`src/rtl/pc_fetch_pkg.sv`:
```
`default_nettype none
// ============================================================================
// Module   : pc_fetch_pkg
// Purpose  : Shared definitions for the instruction-fetch stage. Contains the
//            address width, the reset and exception vectors, the fetch FSM
//            state encoding and the IF/ID payload record.
// Revision : 1.0 - initial release
// ============================================================================
package pc_fetch_pkg;

  localparam int              ADDR_W    = 16;
  localparam logic [ADDR_W-1:0] RESET_VEC = 16'h0000;
  localparam logic [ADDR_W-1:0] EXC_VEC   = 16'h0040;

  // BOOT : idle for one cycle after reset, no request issued
  // REQ  : request outstanding at the current PC
  // HOLD : an instruction arrived during a stall and is parked locally
  typedef enum logic [1:0] {
    BOOT = 2'd0,
    REQ  = 2'd1,
    HOLD = 2'd2
  } fetch_state_e;

  typedef struct packed {
    logic [ADDR_W-1:0] instr;
    logic [ADDR_W-1:0] pc;
  } ifid_payload_t;

endpackage : pc_fetch_pkg
`default_nettype wire

```
`src/rtl/pc_next_mux.sv`:
```
`default_nettype none
// ============================================================================
// Module   : pc_next_mux
// Purpose  : Priority selector for the next program counter.
//            Priority: exception vector > branch target (bit 0 cleared)
//                      > PC+2 (when the stage advances) > current PC.
// Ports    : i_pc            - current PC register
//            i_pc_plus2      - PC+2 from the external adder
//            i_branch_target - redirect address from a later stage
//            i_exception     - exception redirect request
//            i_branch_taken  - branch redirect request
//            i_advance       - the stage consumed an instruction this cycle
//            o_pc_next       - selected next PC
//            o_redirect      - either redirect request is active
// Revision : 1.0 - initial release
// ============================================================================
module pc_next_mux #(
  parameter int                ADDR_W  = pc_fetch_pkg::ADDR_W,
  parameter logic [ADDR_W-1:0] EXC_VEC = pc_fetch_pkg::EXC_VEC
) (
  input  logic [ADDR_W-1:0] i_pc,
  input  logic [ADDR_W-1:0] i_pc_plus2,
  input  logic [ADDR_W-1:0] i_branch_target,
  input  logic              i_exception,
  input  logic              i_branch_taken,
  input  logic              i_advance,
  output logic [ADDR_W-1:0] o_pc_next,
  output logic              o_redirect
);

  // Instructions are halfword aligned, so a branch can never land on an odd PC.
  localparam logic [ADDR_W-1:0] C_ALIGN_MASK = ~{{(ADDR_W-1){1'b0}}, 1'b1};

  assign o_redirect = i_exception | i_branch_taken;

  always_comb begin
    o_pc_next = i_pc;
    if (i_exception) begin
      o_pc_next = EXC_VEC;
    end else if (i_branch_taken) begin
      o_pc_next = i_branch_target & C_ALIGN_MASK;
    end else if (i_advance) begin
      o_pc_next = i_pc_plus2;
    end
  end

endmodule : pc_next_mux
`default_nettype wire

```
`src/rtl/pc_fetch_stage.sv`:
```
`default_nettype none
// ============================================================================
// Module   : pc_fetch_stage
// Purpose  : Instruction-fetch stage. Owns the PC register, issues a single
//            outstanding request to instruction memory, fills the IF/ID
//            register and handles stall, branch and exception redirects.
// Ports    : Clk, Rst       - clock, synchronous active-high reset
//            PCPlus2        - PC+2 from the external adder fed by PCOut
//            PCOut          - current PC register
//            Stall          - hold IF/ID and PC
//            BranchTaken    - redirect request, target in BranchTarget
//            BranchTarget   - redirect address (bit 0 ignored)
//            Exception      - redirect to EXC_VEC, beats BranchTaken
//            IMemReq        - fetch request (level)
//            IMemAddr       - fetch address, always PCOut
//            IMemReady      - IMemData valid for the current IMemAddr
//            IMemData       - fetched instruction
//            IFIDValid      - IF/ID register holds a valid instruction
//            IFIDInstr      - fetched instruction
//            IFIDPC         - address of IFIDInstr
// Revision : 1.0 - initial release
// ============================================================================
module pc_fetch_stage
  import pc_fetch_pkg::*;
#(
  parameter int                ADDR_W    = pc_fetch_pkg::ADDR_W,
  parameter logic [ADDR_W-1:0] RESET_VEC = pc_fetch_pkg::RESET_VEC,
  parameter logic [ADDR_W-1:0] EXC_VEC   = pc_fetch_pkg::EXC_VEC
) (
  input  logic              Clk,
  input  logic              Rst,
  input  logic [ADDR_W-1:0] PCPlus2,
  output logic [ADDR_W-1:0] PCOut,
  input  logic              Stall,
  input  logic              BranchTaken,
  input  logic [ADDR_W-1:0] BranchTarget,
  input  logic              Exception,
  output logic              IMemReq,
  output logic [ADDR_W-1:0] IMemAddr,
  input  logic              IMemReady,
  input  logic [ADDR_W-1:0] IMemData,
  output logic              IFIDValid,
  output logic [ADDR_W-1:0] IFIDInstr,
  output logic [ADDR_W-1:0] IFIDPC
);

  fetch_state_e  state_q, state_d;
  logic [ADDR_W-1:0] pc_q, pc_d;
  logic          valid_q, valid_d;
  ifid_payload_t ifid_q,  ifid_d;
  ifid_payload_t hold_q,  hold_d;

  logic w_advance;
  logic w_redirect;

  pc_next_mux #(
    .ADDR_W  (ADDR_W),
    .EXC_VEC (EXC_VEC)
  ) u_pc_next_mux (
    .i_pc            (pc_q),
    .i_pc_plus2      (PCPlus2),
    .i_branch_target (BranchTarget),
    .i_exception     (Exception),
    .i_branch_taken  (BranchTaken),
    .i_advance       (w_advance),
    .o_pc_next       (pc_d),
    .o_redirect      (w_redirect)
  );

  // Next-state / datapath control. A redirect wins over everything else,
  // including Stall, and drops any data returned in the same cycle.
  always_comb begin
    state_d   = state_q;
    valid_d   = valid_q;
    ifid_d    = ifid_q;
    hold_d    = hold_q;
    w_advance = 1'b0;

    if (w_redirect) begin
      state_d = REQ;
      valid_d = 1'b0;
      // Parked instruction belongs to the squashed path.
      hold_d  = '0;
    end else begin
      unique case (state_q)
        BOOT: begin
          state_d = REQ;
        end
        REQ: begin
          if (IMemReady && !Stall) begin
            ifid_d.instr = IMemData;
            ifid_d.pc    = pc_q;
            valid_d      = 1'b1;
            w_advance    = 1'b1;
          end else if (IMemReady && Stall) begin
            // Memory will not repeat the beat, so park it until ID frees up.
            hold_d.instr = IMemData;
            hold_d.pc    = pc_q;
            state_d      = HOLD;
          end else if (!Stall) begin
            valid_d = 1'b0;
          end
        end
        HOLD: begin
          if (!Stall) begin
            ifid_d    = hold_q;
            valid_d   = 1'b1;
            w_advance = 1'b1;
            state_d   = REQ;
          end
        end
        default: begin
          state_d = BOOT;
        end
      endcase
    end
  end

  always_ff @(posedge Clk) begin
    if (Rst) begin
      state_q <= BOOT;
      pc_q    <= RESET_VEC;
      valid_q <= 1'b0;
      ifid_q  <= '0;
      hold_q  <= '0;
    end else begin
      state_q <= state_d;
      pc_q    <= pc_d;
      valid_q <= valid_d;
      ifid_q  <= ifid_d;
      hold_q  <= hold_d;
    end
  end

  assign PCOut     = pc_q;
  assign IMemReq   = (state_q == REQ);
  assign IMemAddr  = pc_q;
  assign IFIDValid = valid_q;
  assign IFIDInstr = ifid_q.instr;
  assign IFIDPC    = ifid_q.pc;

endmodule : pc_fetch_stage
`default_nettype wire

```
`config.mk`:
```
export PLATFORM = sky130hd
export DESIGN_NAME = pc_fetch_stage
export DESIGN_NICKNAME = d
export VERILOG_FILES = /design/src/rtl/pc_fetch_pkg.sv /design/src/rtl/pc_next_mux.sv /design/src/rtl/pc_fetch_stage.sv
export SDC_FILE = /design/constraint.sdc
export NUM_CORES = 1
export LEC_CHECK = 0
export CORE_ASPECT_RATIO = 1.75
export CORE_UTILIZATION = 50
export CTS_BUF_LIST = sky130_fd_sc_hd__clkbuf_2 sky130_fd_sc_hd__clkbuf_4 sky130_fd_sc_hd__clkbuf_8
export CTS_CLUSTER_SIZE = 40
export DETAILED_ROUTE_END_ITERATION = 8
export GPL_ROUTABILITY_DRIVEN = 0
export PLACE_DENSITY = 0.82
export SLEW_MARGIN = 20
export SYNTH_ARGS = -nofsm -noshare
export SYNTH_HDL_FRONTEND = slang
export SYNTH_HIERARCHICAL = 1
export SYNTH_SLANG_ARGS = --single-unit
```
`constraint.sdc`:
```
create_clock -name Clk -period 2.32 [get_ports Clk]
set_input_delay 0.696 -clock Clk [delete_from_list [all_inputs] [get_ports Clk]]
set_output_delay 0.696 -clock Clk [all_outputs]
set_load 0.005 [all_outputs]
```
; ---- After elaboration in Yosys (flattened, before gate mapping)
; Index checks and enable logic that the tools add are counted.
[op_classes]
n_reduce_logical = 15
n_bitwise = 3
n_eq_ne = 11
n_mux = 20
[ops]
columns = operator, count
row1 = 2-to-1 mux 32 bit, 2
row2 = case mux 32 bit (2 select lines), 1
row3 = 2-to-1 mux 16 bit, 2
row4 = "inequality test 3 x 2 -> 1 bit, second input constant", 3
row5 = AND reduction 3 bit, 3
row6 = 2-to-1 mux 1 bit, 8
row7 = AND reduction 4 bit, 2
row8 = 2-to-1 mux 7 bit, 1
row9 = 2-to-1 mux 2 bit, 3
row10 = case mux 2 bit (3 select lines), 1
row11 = "inequality test 2 x 1 -> 1 bit, second input constant", 2
row12 = "inequality test 2 bit, second input constant", 2
row13 = case mux 1 bit (2 select lines), 2
row14 = nonzero test 2 bit, 2
row15 = OR reduction 2 bit, 2
row16 = "inequality test 3 x 1 -> 1 bit, second input constant", 1
row17 = "inequality test 3 bit, second input constant", 1
row18 = nonzero test 3 bit, 1
row19 = OR reduction 3 bit, 1
row20 = "equality test 2 x 1 -> 1 bit, second input constant", 1
row21 = "equality test 2 bit, second input constant", 1
row22 = logical AND 1 bit, 2
row23 = zero test 2 bit, 1
row24 = inverter 1 bit, 2
row25 = 2 further kinds, 2
[word_totals]
out_inout_bits = 66
inputBits = 54
register_bits = 83
word_cells = 59

; ---- Longest topological paths before layout
[depth]
ltp_word = 8
depth_mapped = 9
ltp_nobuf = 7

; ---- Modules after synthesis
; The synthesis kept the hierarchy.
[modules_own_cells]
columns = mod, area_each_um2, seq_area_each_um2, cells_per_inst, instances
row1 = pc_fetch_stage, 3843.7, 1661.6, 403, 1
row2 = pc_next_mux, 429.2, 0.0, 56, 1

; ---- Worst setup path before layout
; No wires, ideal clock.
[synth_path]
path_kind = in2reg
startpoint = input port Exception
endpoint = register ifid_q (netlist bit IFIDInstr[0])
path_buffers = 2
t_required_ps = 2199
cell_stages = 7
setup_time_ps = 121
t_arrival_ps = 1980
setup_slack_ps = 219
path_cell_list = clkbuf_1 > nor2_1 > inv_1 > a21o_1 > a211o_4 > buf_12 > mux2_4
[synth_between]
elab_chain_cells = 3
[synth_rtl]
columns = item, line
row1 = from (decl), pc_fetch_stage.sv:37  ; input logic Exception,
row2 = OR 1 bit, pc_next_mux.sv:34  ; assign o_redirect = i_exception | i_branch_taken;
row3 = named net w_redirect, pc_fetch_stage.sv:54  ; logic w_redirect;
row4 = inverter 1 bit (no line), n/a
row5 = AND reduction 4 bit (no line), n/a
row6 = to (signal assigned), pc_fetch_stage.sv:130  ; ifid_q <= ifid_d;
row7 = to (decl), pc_fetch_stage.sv:50  ; ifid_payload_t ifid_q, ifid_d;
; The timed path passes the listed nets, and every way through them passes these cells.
; A chain may end at the register's enable or synchronous reset.

; ---- Final worst setup path
[layout_path]
startpoint = register state_q[1]
endpoint = output port IMemReq
[layout_between]
elab_chain_cells = 1
[layout_rtl]
columns = item, line
row1 = from (decl), pc_fetch_stage.sv:47  ; fetch_state_e state_q, state_d;
row2 = from (signal assigned), pc_fetch_stage.sv:127  ; state_q <= state_d;
row3 = equality test 2 x 1 -> 1 bit, pc_fetch_stage.sv:136  ; assign IMemReq = (state_q == REQ);
row4 = to (decl), pc_fetch_stage.sv:38  ; output logic IMemReq,
; No other way between the ends.

==> results.md <==
* Run status: finished clean
* Cells after synthesis at 459
* Initial DRC Count at 131
* Hold_buf cts at 0
* Initial DRT Pass Iterations at 4
* PwrDens at 524 mW/mm^2
* Largest net degree at the start of global routing at 32
* Worst Setup Path Type: flip-flop to output port
* Max clock buf depth at 2
* Min cycle time layout at 2.24 ns
* Nets at 618
* First-pass GRT wire length at 15.9 mm
* DR WL/cell at 14.2 um
* Placed Area at 0.00546 sq mm
* Root Buffer: clkbuf_8
* ANT nets after route at 0
* Worst min path class: flip-flop to flip-flop
* Placed Cells incl. Taps at 662
* RSZ-0062 raised after global routing: no
* GRT Resource Usage Total at 0.228
* IO buf count at 118
* Max transition margin at 0.587
* HP Start: hold_q[4]
* Final setup viols at 0
* CP max FO at 6
* Rows at 44
* Cell variety after synth at 32
* Total grt overflow at 0
* Die height at 124 um
* Setup repair bufs after CTS at 0
* Clock sinks at 83
* Starting Density at 0.514
* Mapped Area at 0.00427 sq mm
* Tot Pwr at 2.98 mW
* Vias in the first global route at 3391
* DRC at 0
* Share of layout cells above drive strength 1 at 0.140
* Crit end category: output port
* Htree depth at 3
* Final WL at 9.62 mm
* Crit path DAT at 1.55 ns
* R2R setup slack at 0.31 ns
* Max Slew Vio Count at 0
* Worst r2r src: state_q[0]
* Initial antenna violation count at 0
* # Max-Cap Violations at 0
* Area grow syn2layout at 33.0%
* Required @ worst endpoint at 1.62 ns
* Vias at 3422
* Clk pin slew, worst setup/hold paths at 0.08 ns
* Sequential share of the synthesized area at 0.389
* Yosys warns at 6
* CP Launch Type: flip-flop
* Core region area at 0.00831 sq mm
* Syn avg cell area at 9.31 sq um
* Ant diodes at 0
* Die area at 0.00893 sq mm
* Worst skew pair latency at 0.36 ns
* Peak supply drop at 0.505 mV
* Crit share post-route at 0.967
* Leakage power at 2.06 nW
* Fin Clk Skew at 0.00875 ns
* Synth Register Bits at 83
* Setup crit start: state_q[1]
* Synth Net Count at 519
* CTS tree: yes
* Inserted Clock Buffers at 9
* Num ports at 120
* Max Freq at 0.446 GHz
* Slew @ Worst Pin at 0.620 ns
* Layout Cells excl Fill at 678
* Overall die width at 71.9 um
* DP Wirelength at 7.21 mm
* Fin area at 0.00568 sq mm
* Vias/cell at 5.05
* Fin. Hold Viols at 0
-- kinds of logic (layout without fill, tap and decap cells) --
| logic type | after synthesis | count (layout) | share of synthesized area |
|---|---|---|---|
| buf+inv | 57 | 161 | 0.0873 |
| compound gates | 57 | 57 | 0.0823 |
| fa+ha+maj | 6 | 6 | 0.0176 |
| simple gates | 175 | 175 | 0.199 |
| flops | 83 | 83 | 0.389 |
| mux | 81 | 81 | 0.225 |
-- worst max-delay path, cell delays in order (launching register included) --
cell,delay (ns)
dfxtp_1,0.37
inv_2,0.11
ha_4,0.18
clkdlybuf4s50_1,0.53
-- flip-flops by register name, summed over array words and instances, names as in the netlist --
| signal | count |
|---|---|
| IFIDInstr | 16 |
| IFIDPC | 16 |
| IFIDValid | 1 |
| IMemAddr | 16 |
| hold_q | 32 |
| state_q | 2 |
-- layout make-up --
class                      count  area, sq um
multi-input combinational    319         2260
sequential                    83         1660
clock buffer                  11          151
clock inverter                 5         60.1
tap                          115          144
timing repair buffer         139         1380
inverter                       6         22.5
fill                         662         2630
-- per-layer routing --
layer / GRT usage / vias up / wire length, um / share of wire
li1: - / 1708 / - / -
met1: 0.242 / 1598 / 3730 / 0.39
met2: 0.413 / 96 / 5250 / 0.55
met3: 0.0445 / 20 / 376 / 0.039
met4: 0.114 / 0 / 270 / 0.028
met5: 0 / - / 0 / 0
-- report_power, final --
group          internal [mW]  switching (mW)
clock                  0.559           0.524
combinational          0.246           0.170
sequential              1.45          0.0278
-- path summary, 6_finish.rpt --
kind | to | depth (start not counted)
setup / recovery | IMemReq | 3
hold / removal | hold_q[4] | 2
setup reg to reg | state_q[0] | 5
hold reg to reg | hold_q[4] | 2
-- repair_timing --
| item | in CTS | in global routing |
|---|---|---|
| endpoints found under the setup margin | 1 | 1 |
| resized for setup | 2 | 2 |
| pin swaps | 0 | 0 |
| cloned | 0 | 0 |
-- synth_stat cells (all sizes together) --
master	count	area share
dfxtp	83	0.39
nand2	65	0.057
nor2b	62	0.091
mux2i	49	0.11
nor2	36	0.032
a21oi	34	0.040
buf	34	0.067
mux2	32	0.11
clkbuf	17	0.015
a211oi	15	0.026
ha	6	0.018
inv	6	0.0053
nand2b	3	0.0044
a31oi	2	0.0029
nor3	2	0.0023
or4b	2	0.0047
a2111oi	1	0.0021
a211o	1	0.0041
a21boi	1	0.0018
a21o	1	0.0018
a311oi	1	0.0021
and3	1	0.0015
nand3	1	0.0012
nand3b	1	0.0018
nor3b	1	0.0018
o22ai	1	0.0015
or2	1	0.0015
-- metrics by stage --
| step | hold slack [ns] | setup WS (ns) | util | TNS (ns) |
|---|---|---|---|---|
| after floorplan | 0.436 | 0.219 | - | 0 |
| after global placement | 0.439 | -0.184 | 0.657 | -7.28 |
| after detailed placement | 0.447 | -0.213 | 0.657 | -8.49 |
| after CTS | 0.458 | 0.0118 | 0.683 | 0 |
| after global routing | 0.478 | 0.0189 | 0.684 | 0 |
| final | 0.456 | 0.0759 | 0.684 | 0 |
-- placed cells by master, fill, tap and decap left out, types with 2 or more instances in the layout --
cell type,synthesis,final
a31oi_1,2,2
clkdlybuf4s50_1,0,117
a211oi_1,15,15
or4b_2,2,2
mux2i_1,49,49
mux2_2,2,2
inv_1,6,5
dfxtp_1,83,82
clkbuf_8,0,11
nor2_1,36,36
buf_4,17,17
buf_12,4,4
nor2b_1,62,62
nand2_1,65,65
ha_1,6,4
nand2b_1,3,3
a21oi_1,34,34
mux2_4,30,30
Power figures use the tool's default switching activity.
